[src/rtl/capture_rle.sv]
// ============================================================================
// Module   : capture_rle
// Brief    : Run-length compressor between the capture stream and sample FIFO.
// Revision : 1.0 - initial release
// ============================================================================
`timescale 1ns/1ps
`default_nettype none

module capture_rle #(
    parameter int SIZE  = 32,
    parameter int CNT_W = 16
) (
    input  logic                  clk,
    input  logic                  reset,
    input  logic [SIZE-1:0]       s_tdata,
    input  logic                  s_tvalid,
    output logic                  s_tready,
    output logic [CNT_W+SIZE-1:0] m_tdata,
    output logic                  m_tvalid,
    input  logic                  m_tready,
    input  logic                  enable,
    input  logic                  flush,
    output logic                  busy,
    output logic                  done,
    output logic [31:0]           words_out
);

    localparam logic [CNT_W-1:0] C_CNT_MAX = '1;
    localparam logic [CNT_W-1:0] C_CNT_ONE = {{(CNT_W-1){1'b0}}, 1'b1};

    typedef enum logic [0:0] {
        ST_EMPTY = 1'b0,
        ST_RUN   = 1'b1
    } state_t;

    state_t                  r_state, w_state_nxt;
    logic [SIZE-1:0]         r_cur_data, w_cur_data_nxt;
    logic [CNT_W-1:0]        r_cur_cnt, w_cur_cnt_nxt;
    logic                    r_flush_pending, w_flush_pending_nxt;
    logic [CNT_W+SIZE-1:0]   r_m_tdata, w_m_tdata_nxt;
    logic                    r_m_tvalid, w_m_tvalid_nxt;
    logic                    r_done, w_done_nxt;
    logic [31:0]             r_words_out;

    logic w_slot_free;
    logic w_accept;
    logic w_merge;

    assign w_slot_free = !r_m_tvalid || m_tready;
    assign s_tready    = reset && w_slot_free && !r_flush_pending;
    assign w_accept    = s_tvalid && s_tready;
    // A saturated run never merges, so a count can never wrap to zero.
    assign w_merge     = enable && (s_tdata == r_cur_data) && (r_cur_cnt != C_CNT_MAX);

    assign m_tdata   = r_m_tdata;
    assign m_tvalid  = r_m_tvalid;
    assign done      = r_done;
    assign words_out = r_words_out;
    assign busy      = (r_state == ST_RUN) || r_m_tvalid || r_flush_pending;

    always_comb begin
        w_state_nxt         = r_state;
        w_cur_data_nxt      = r_cur_data;
        w_cur_cnt_nxt       = r_cur_cnt;
        w_m_tdata_nxt       = r_m_tdata;
        w_m_tvalid_nxt      = r_m_tvalid && !m_tready;
        w_done_nxt          = 1'b0;
        w_flush_pending_nxt = r_flush_pending || flush;

        // s_tready is low while a flush is pending, so the two branches never
        // compete for the output register.
        if (r_flush_pending) begin
            if (w_slot_free) begin
                if (r_state == ST_RUN) begin
                    w_m_tdata_nxt  = {r_cur_cnt, r_cur_data};
                    w_m_tvalid_nxt = 1'b1;
                    w_state_nxt    = ST_EMPTY;
                    w_cur_cnt_nxt  = '0;
                end
                w_flush_pending_nxt = 1'b0;
                w_done_nxt          = 1'b1;
            end
        end else if (w_accept) begin
            if (r_state == ST_RUN && w_merge) begin
                w_cur_cnt_nxt = r_cur_cnt + C_CNT_ONE;
            end else begin
                if (r_state == ST_RUN) begin
                    w_m_tdata_nxt  = {r_cur_cnt, r_cur_data};
                    w_m_tvalid_nxt = 1'b1;
                end
                w_cur_data_nxt = s_tdata;
                w_cur_cnt_nxt  = C_CNT_ONE;
                w_state_nxt    = ST_RUN;
            end
        end
    end

    always_ff @(posedge clk) begin
        if (!reset) begin
            r_state         <= ST_EMPTY;
            r_cur_data      <= '0;
            r_cur_cnt       <= '0;
            r_flush_pending <= 1'b0;
            r_m_tdata       <= '0;
            r_m_tvalid      <= 1'b0;
            r_done          <= 1'b0;
            r_words_out     <= '0;
        end else begin
            r_state         <= w_state_nxt;
            r_cur_data      <= w_cur_data_nxt;
            r_cur_cnt       <= w_cur_cnt_nxt;
            r_flush_pending <= w_flush_pending_nxt;
            r_m_tdata       <= w_m_tdata_nxt;
            r_m_tvalid      <= w_m_tvalid_nxt;
            r_done          <= w_done_nxt;
            if (r_m_tvalid && m_tready) begin
                r_words_out <= r_words_out + 32'd1;
            end
        end
    end

endmodule

`default_nettype wire

[config.mk]
export PLATFORM = sky130hd
export DESIGN_NAME = capture_rle
export DESIGN_NICKNAME = d
export VERILOG_FILES = /design/src/rtl/capture_rle.sv
export SDC_FILE = /design/constraint.sdc
export NUM_CORES = 1
export LEC_CHECK = 0
export CAP_MARGIN = 10
export CORE_ASPECT_RATIO = 1.2
export CORE_MARGIN = 1
export CORE_UTILIZATION = 55
export DETAILED_ROUTE_END_ITERATION = 10
export GPL_ROUTABILITY_DRIVEN = 0
export GPL_TIMING_DRIVEN = 0
export PLACE_DENSITY_LB_ADDON = 0.05
export SYNTH_ARGS = -nofsm -noshare
export SYNTH_HDL_FRONTEND = slang
export SYNTH_SLANG_ARGS = --single-unit
[constraint.sdc]
create_clock -name clk -period 5.5 [get_ports clk]
set_clock_uncertainty 0.2 [all_clocks]
set_input_delay 0.825 -clock clk [delete_from_list [all_inputs] [get_ports clk]]
set_output_delay 0.825 -clock clk [all_outputs]
set_load 0.01 [all_outputs]
# ---- Word level (Yosys, flattened, before mapping)
# Index checks and enable logic that the tools add are counted.
dict set report classes {
  n_addsub 2
  eq_ne 5
  muxes 22
  bitwise_logic 2
  n_reduce_logical 20
}
# operator count
set ops {}
lappend ops {{$mux W48} 5}
lappend ops {{$mux W16} 5}
lappend ops {{$add A32 B1 Y32 const B} 1}
lappend ops {{$eq A32 B32 Y1} 1}
lappend ops {{$add A16 B1 Y16 const B} 1}
lappend ops {{$ne A16 B16 Y1 const B} 1}
lappend ops {{$mux W1} 12}
lappend ops {{$reduce_and A3 Y1} 3}
lappend ops {{$logic_and A1 B1 Y1} 8}
lappend ops {{$logic_or A1 B1 Y1} 4}
lappend ops {{$ne A2 B2 Y1 const B} 2}
lappend ops {{$logic_not A1 Y1} 3}
lappend ops {{$ne A2 B1 Y1 const B} 1}
lappend ops {{$not A1 Y1} 2}
lappend ops {{$reduce_and A2 Y1} 1}
lappend ops {{$reduce_bool A2 Y1} 1}
dict set report totals {
  regBits 132
  out_inout_bits 84
  word_cells 59
}

# ---- Depth between registers and ports, before layout
# Gate-level depths: netlist (run 1).
dict set report logic_depth {
  depth_word 7
  depth_mapped 9
  ltp_nobuf 7
}

# ---- Worst setup path after synthesis (run 1)
# OpenSTA, ideal clock, no wires.
dict set report synth_timing {
  path_type {input -> register}
  start {in s_tdata[4]}
  end {reg r_cur_data[10]}
  arrival_ns 2.380
  path_slack_ns 2.849
  stages 7
  path_buffers 1
  path_cell_list {xnor2_1 > nor4bb_1 > nand4_1 > or4_4 > nand2_2 > buf_6 > mux2i_1}
}
dict set report synth_via {
  elab_chain_cells 6
}
# item line
set synth_lines {}
lappend synth_lines {{start, declared} 15} ;# input logic [SIZE-1:0] s_tdata,
lappend synth_lines {{$eq A32 B32 Y1} 53} ;# assign w_merge = enable && (s_tdata == r_cur_data) && (r_cur_cnt != C_CNT_MAX);
lappend synth_lines {{$logic_and A1 B1 Y1 (2 in a row)} 53}
lappend synth_lines {{$logic_and A1 B1 Y1} 84} ;# if (r_state == ST_RUN && w_merge) begin
lappend synth_lines {{$not A1 Y1 (no source line)} n/a}
lappend synth_lines {{$reduce_and A3 Y1 (no source line)} n/a}
lappend synth_lines {{end signal, assigned} 110} ;# r_cur_data <= w_cur_data_nxt;
lappend synth_lines {{end, declared} 37} ;# logic [SIZE-1:0] r_cur_data, w_cur_data_nxt;
# Every way passes these cells.
# A chain may end at the register's enable or synchronous reset.

# ---- Worst setup path after layout (run 1)
dict set report layout_timing {
  start {in reset}
  end {out s_tready}
}
dict set report layout_via {
  elab_chain_cells 2
}
# item line
set layout_lines {}
lappend layout_lines {{start, declared} 14} ;# input logic reset,
lappend layout_lines {{$logic_and A1 B1 Y1 (2 in a row)} 50} ;# assign s_tready = reset && w_slot_free && !r_flush_pending;
lappend layout_lines {{end, declared} 17} ;# output logic s_tready,
# Every way passes these cells.

==> run_results.csv, run 1 <==
group,metric,value,unit
run_status,status,"finished, final reports clean",
final_layout,drive_gt1_frac,0.0561,
sta,rsz0062_at_grt,"no",
critical_path,reg2reg_slack,2.99,ns
synthesis,syn_area,0.00583,sq mm
sta,finalHoldViolations,0,
sta,fin_setup_tns,0,ns
grt,grt-ovfl-total,0,
sta,period_needed,3.53,ns
synthesis,synthArstFlopShare,0,
pwr,power_density,286,mW/mm^2
grt,grt_pass1_vias,4787,
synthesis,ys_types,37,
sta,period_share,0.642,
die,placementRows,40,
grt,grt_max_degree,17,
critical_path,path_class,"in -> out",
final_layout,nets,815,
synthesis,ys_warn_count,0,
drt,vias,4820,
clock_tree,hold_buffers,0,
clock_tree,postCtsResizedCells,0,
drt,dr.pass1.iters,5,
final_layout,antenna_cells,0,
synthesis,ys_seq_area_frac,0.453,
critical_path,arrival,2.51,ns
final_layout,layout_commonest_cell,"dfxtp_1",
die,core-area,0.0102,sq mm
clock_tree,cts.sinks,132,
clock_tree,clockRootBuffer,"clkbuf_16",
synthesis,synth_edf_count,0,
grt,grt_pass1_wl,22.7,mm
sta,max_slew.worst_pin.slew,0.547,ns
drt,post_drt_wl_per_cell,15.5,um
critical_path,worstPathRequired,4.47,ns
die,initial_core_util,0.574,
clock_tree,tritoncts,"done",
drt,ant_nets,0,
critical_path,end_kind,"primary output",
pwr,power.leakage,0.00314,uW
sta,maxSlewViolCount,0,
drt,remaining_drc_errors,0,
synthesis,syn_nets,675,
sta,setup_viol,0,
clock_tree,cts_buffer_depth,2,
sta,slew_headroom,0.635,
final_layout,final_cell_mix,"132 x dfxtp_1, 122 x nand2_1, 121 x clkdlybuf4s50_1, 81 x mux2i_1, 48 x xor2_1",
drt,vias_per_cell,5.29,
critical_path,path_max_fanout,10,
drt,wl,14.1,mm
clock_tree,cts_buffers,17,
clock_tree,clk_pin_slew,0.05,ns
clock_tree,cts.htree.levels,4,
worst_hold_path,hp-class,"reg -> reg",
die,dieArea,0.0110,sq mm
die,die_y,115,um
synthesis,syn_inst,635,
placed_design,dp_hpwl,10.2,mm
placed_design,port_buffers,121,
synthesis,synth_seq_cells,132,
synthesis,synth_ff_type,"dfxtp_1",
final_layout,fill_cells,771,
grt,globalRouteTotalUtil,0.271,
die,ios,122,
clock_tree,cts_setup_buffers,0,
sta,hold_slack,0.256,ns
drt,drt_iter0_markers,154,
pwr,irDropWorstVdd,0.223,mV
clock_tree,insertion_delay,0.41,ns
flow_run,drv_cap,0,
grt,grt_antenna_before_repair,0,
critical_path,cp-start-kind,"input pin",
final_layout,area_growth,32.7,%
die,die_x,96.0,um
sta,max_freq,0.283,GHz
synthesis,syn_area_per_cell,9.19,sq um
-- where the power goes --
group / switching, uW / internal (uW)
logic: 105 / 87.5
registers: 17.9 / 983
clock network: 385 / 638
total: 507 / 1710
-- path summary, 6_finish.rpt --
path | start | to | cells after the start
setup / recovery | reset | s_tready | 5
hold / removal | m_tdata[46] | m_tdata[46] | 2
setup reg to reg | r_cur_cnt[3] | r_cur_cnt[10] | 7
hold reg to reg | m_tdata[46] | m_tdata[46] | 2
-- state kept, by name, indices dropped and copies added (netlist names) --
signal,count
r_state,1
r_flush_pending,1
r_cur_cnt,16
r_cur_data,32
m_tdata,48
words_out,32
done,1
m_tvalid,1
-- per-stage QoR --
step                      std cells  instance area, sq um  total power [uW]  utilization  setup WS [ns]
after floorplan                 635                  5830              1130            -           2.85
after global placement          882                  7200              1200        0.709           1.98
after detailed placement        882                  7200              1210        0.709           1.98
after CTS                       911                  7740              2230        0.762           1.97
after global routing            911                  7740              2290        0.762           1.82
final                           911                  7740              2220        0.762           1.97
-- metal layers --
metal,global-route usage,routed length [um],vias to the layer above
met5,0,0,-
met4,0.113,319,0
met3,0.0681,762,25
met2,0.498,7390,140
met1,0.288,5640,2261
li1,-,-,2394
-- worst max-delay path, stage by stage --
cell             delay [ns]
clkdlybuf4s50_1        0.49
clkbuf_1               0.36
nand2b_1               0.13
nor2_1                 0.14
clkdlybuf4s50_1        0.57
-- cell usage after synthesis (2+ instances only) --
master | count | area, sq um
a21boi_0 | 4 | 30.0
a21oi_1 | 4 | 20.0
and2_1 | 27 | 169
and3_1 | 7 | 43.8
and4_1 | 7 | 61.3
buf_2 | 4 | 20.0
buf_6 | 6 | 67.6
clkbuf_1 | 15 | 56.3
dfxtp_1 | 132 | 2640
ha_1 | 2 | 25.0
inv_1 | 37 | 139
mux2i_1 | 81 | 811
nand2_1 | 122 | 458
nand2b_1 | 4 | 25.0
nand3_1 | 18 | 90.1
nand4_1 | 15 | 93.8
nor2_1 | 27 | 101
nor2b_1 | 6 | 37.5
nor3_1 | 4 | 20.0
nor4_1 | 13 | 81.3
nor4_2 | 3 | 37.5
o2111ai_1 | 2 | 17.5
o21ai_0 | 6 | 30.0
or3_1 | 6 | 37.5
xnor2_1 | 24 | 210
xor2_1 | 48 | 420
-- kinds of logic after synthesis --
logic type / count (synthesis) / synth area share
buffers and inverters: 63 / 0.0491
and+or+nand+nor: 264 / 0.222
adders and majority gates: 2 / 0.00429
AOI/OAI and AO/OA: 21 / 0.0240
xor gates and xnor gates: 72 / 0.108
muxes: 81 / 0.139
DFF: 132 / 0.453
-- final cells by class --
cell class	instances	area (sq um)	area share
sequential	132	2640	0.341
timing repair buffer	121	1210	0.156
multi-input combinational	440	2900	0.375
clock buffer	25	515	0.0666
clock inverter	4	22.5	0.00291
buffer	26	148	0.0191
tap	126	158	0.0204
inverter	37	139	0.0179
No activity file was read; power rests on OpenSTA's default activity.
==> run 2: changes to the inputs <==
--- a/config.mk
+++ b/config.mk
@@ -8,7 +8,7 @@
 export CAP_MARGIN = 10
 export CORE_ASPECT_RATIO = 1.2
 export CORE_MARGIN = 1
-export CORE_UTILIZATION = 55
+export CORE_UTILIZATION = 46
 export DETAILED_ROUTE_END_ITERATION = 10
 export GPL_ROUTABILITY_DRIVEN = 0
 export GPL_TIMING_DRIVEN = 0
==> constraint.sdc (replaced) <==
create_clock -name clk -period 2.9 [get_ports clk]
set_clock_uncertainty 0.2 [all_clocks]
set_input_delay 0.435 -clock clk [delete_from_list [all_inputs] [get_ports clk]]
set_output_delay 0.435 -clock clk [all_outputs]
set_load 0.01 [all_outputs]
==> run 2 against run 1 <==
  * Worst setup slack lost 1.8 ns
  * Largest cell class unchanged
  * Sequential power increased by 90%
  * Via count shrank 3.4%
  * Final cell count increased by 4.2%
  * Global-route usage is 5.1 points lower
  * Largest power group unchanged
  * Flip-flop and latch count unchanged
==> run_results.csv, run 2 (synthesis gave the netlist of run 1 again) <==
group,metric,value,unit
clock_tree,cts_buffer_depth,2,
final_layout,largest_register_ffs,48,
flow_run,drv_cap,0,
sta,fin_setup_tns,0,ns
grt,globalRouteTotalUtil,0.220,
final_layout,nets,815,
sta,max_freq,0.360,GHz
final_layout,antenna_cells,0,
drt,vias,4656,
die,initial_core_util,0.477,
critical_path,end_kind,"primary output",
die,die_y,125,um
sta,setup_viol,0,
grt,grt_max_degree,17,
critical_path,path_max_fanout,10,
sta,finalHoldViolations,0,
drt,post_drt_wl_per_cell,14.4,um
placed_design,dp_hpwl,10.2,mm
clock_tree,clockRootBuffer,"clkbuf_16",
die,die_x,105,um
final_layout,area_growth,34.9,%
drt,ant_nets,0,
die,ios,122,
drt,dr.pass1.iters,6,
placed_design,preCtsSetupSlack,-0.106,ns
final_layout,drive_gt1_frac,0.0609,
sta,period_needed,2.78,ns
sta,maxSlewViolCount,0,
final_layout,layout_commonest_cell,"dfxtp_1",
worst_hold_path,hold_depth,2,
clock_tree,insertion_delay,0.42,ns
critical_path,reg2reg_depth,8,
critical_path,cp-start-kind,"input pin",
drt,vias_per_cell,4.91,
drt,wl,13.7,mm
final_layout,final_cell_mix,"132 x dfxtp_1, 122 x nand2_1, 121 x clkdlybuf4s50_1, 81 x mux2i_1, 48 x xor2_1",
grt,grt_pass1_wl,22.6,mm
clock_tree,tritoncts,"done",
clock_tree,cts.htree.levels,4,
clock_tree,clk_pin_slew,0.05,ns
critical_path,path_class,"in -> out",
final_layout,multiInputGateArea,0.00290,sq mm
clock_tree,hold_buffers,0,
drt,remaining_drc_errors,0,
clock_tree,cts_buffers,17,
critical_path,worstPathRequired,2.27,ns
sta,max_slew.worst_pin.slew,0.587,ns
die,dieArea,0.0131,sq mm
final_layout,seq_area,0.00264,sq mm
pwr,irDropWorstVdd,0.292,mV
final_layout,fill_cells,1036,
clock_tree,postCtsResizedCells,0,
die,placementRows,44,
clock_tree,cts.sinks,132,
grt,grt_antenna_before_repair,0,
sta,finalWorstSetupSlack,0.120,ns
die,core-area,0.0122,sq mm
sta,hold_slack,0.254,ns
pwr,power_density,574,mW/mm^2
sta,slew_headroom,0.609,
grt,grt_pass1_vias,4571,
critical_path,arrival,2.14,ns
sta,rsz0062_at_grt,"no",
clock_tree,cts_setup_buffers,0,
placed_design,port_buffers,121,
grt,grt-ovfl-total,0,
sta,period_share,0.959,
drt,drt_iter0_markers,128,
worst_hold_path,hp-class,"reg -> reg",
final_layout,fin_util,0.644,
run_status,status,"finished, final reports clean",
pwr,power.leakage,0.00317,uW
==> run 2: layer usage <==
layer,share of wire,GRT usage,up-vias
met2,0.51,0.384,115
met5,0,0,-
met4,0.016,0.0829,0
met1,0.42,0.256,2141
met3,0.051,0.0589,17
li1,-,-,2383
==> run 2: final cells by class <==
class                   instances  share of cell area
plain buffers                  26              0.0188
clock buffers                  19              0.0563
clock inverters                13              0.0232
inverters                      37              0.0176
multi-input cells             440               0.369
flip-flops and latches        132               0.336
well taps                     161              0.0256
repair buffers                121               0.154
==> run 2: final timing paths <==
path / startpoint / endpoint / slack, ns
worst min-delay path: m_tdata[45] / m_tdata[45] / 0.25
worst max register to register: r_cur_cnt[2] / r_cur_cnt[6] / 0.43
worst max-delay path: reset / s_tready / 0.12
worst min register to register: m_tdata[45] / m_tdata[45] / 0.25
==> run 2: worst max-delay path: stages <==
cell	delay, ns
clkdlybuf4s50_1	0.50
clkbuf_1	0.36
nand2b_1	0.15
nor2_1	0.13
clkdlybuf4s50_1	0.57
==> run 2: stage by stage <==
step | total power (uW) | instance area [sq um] | instances
floorplan | 2140 | 5830 | 635
global placement | 2290 | 7250 | 917
detailed placement | 2300 | 7250 | 917
CTS | 4570 | 7870 | 949
global route | 4690 | 7870 | 949
finish | 4520 | 7870 | 949
==> run 2: power by group <==
part	switching [uW]	leakage [uW]	internal, uW
combinational	193	0.00181	166
clock	805	0.000295	1460
sequential	34.2	0.00107	1860
total	1030	0.00317	3490
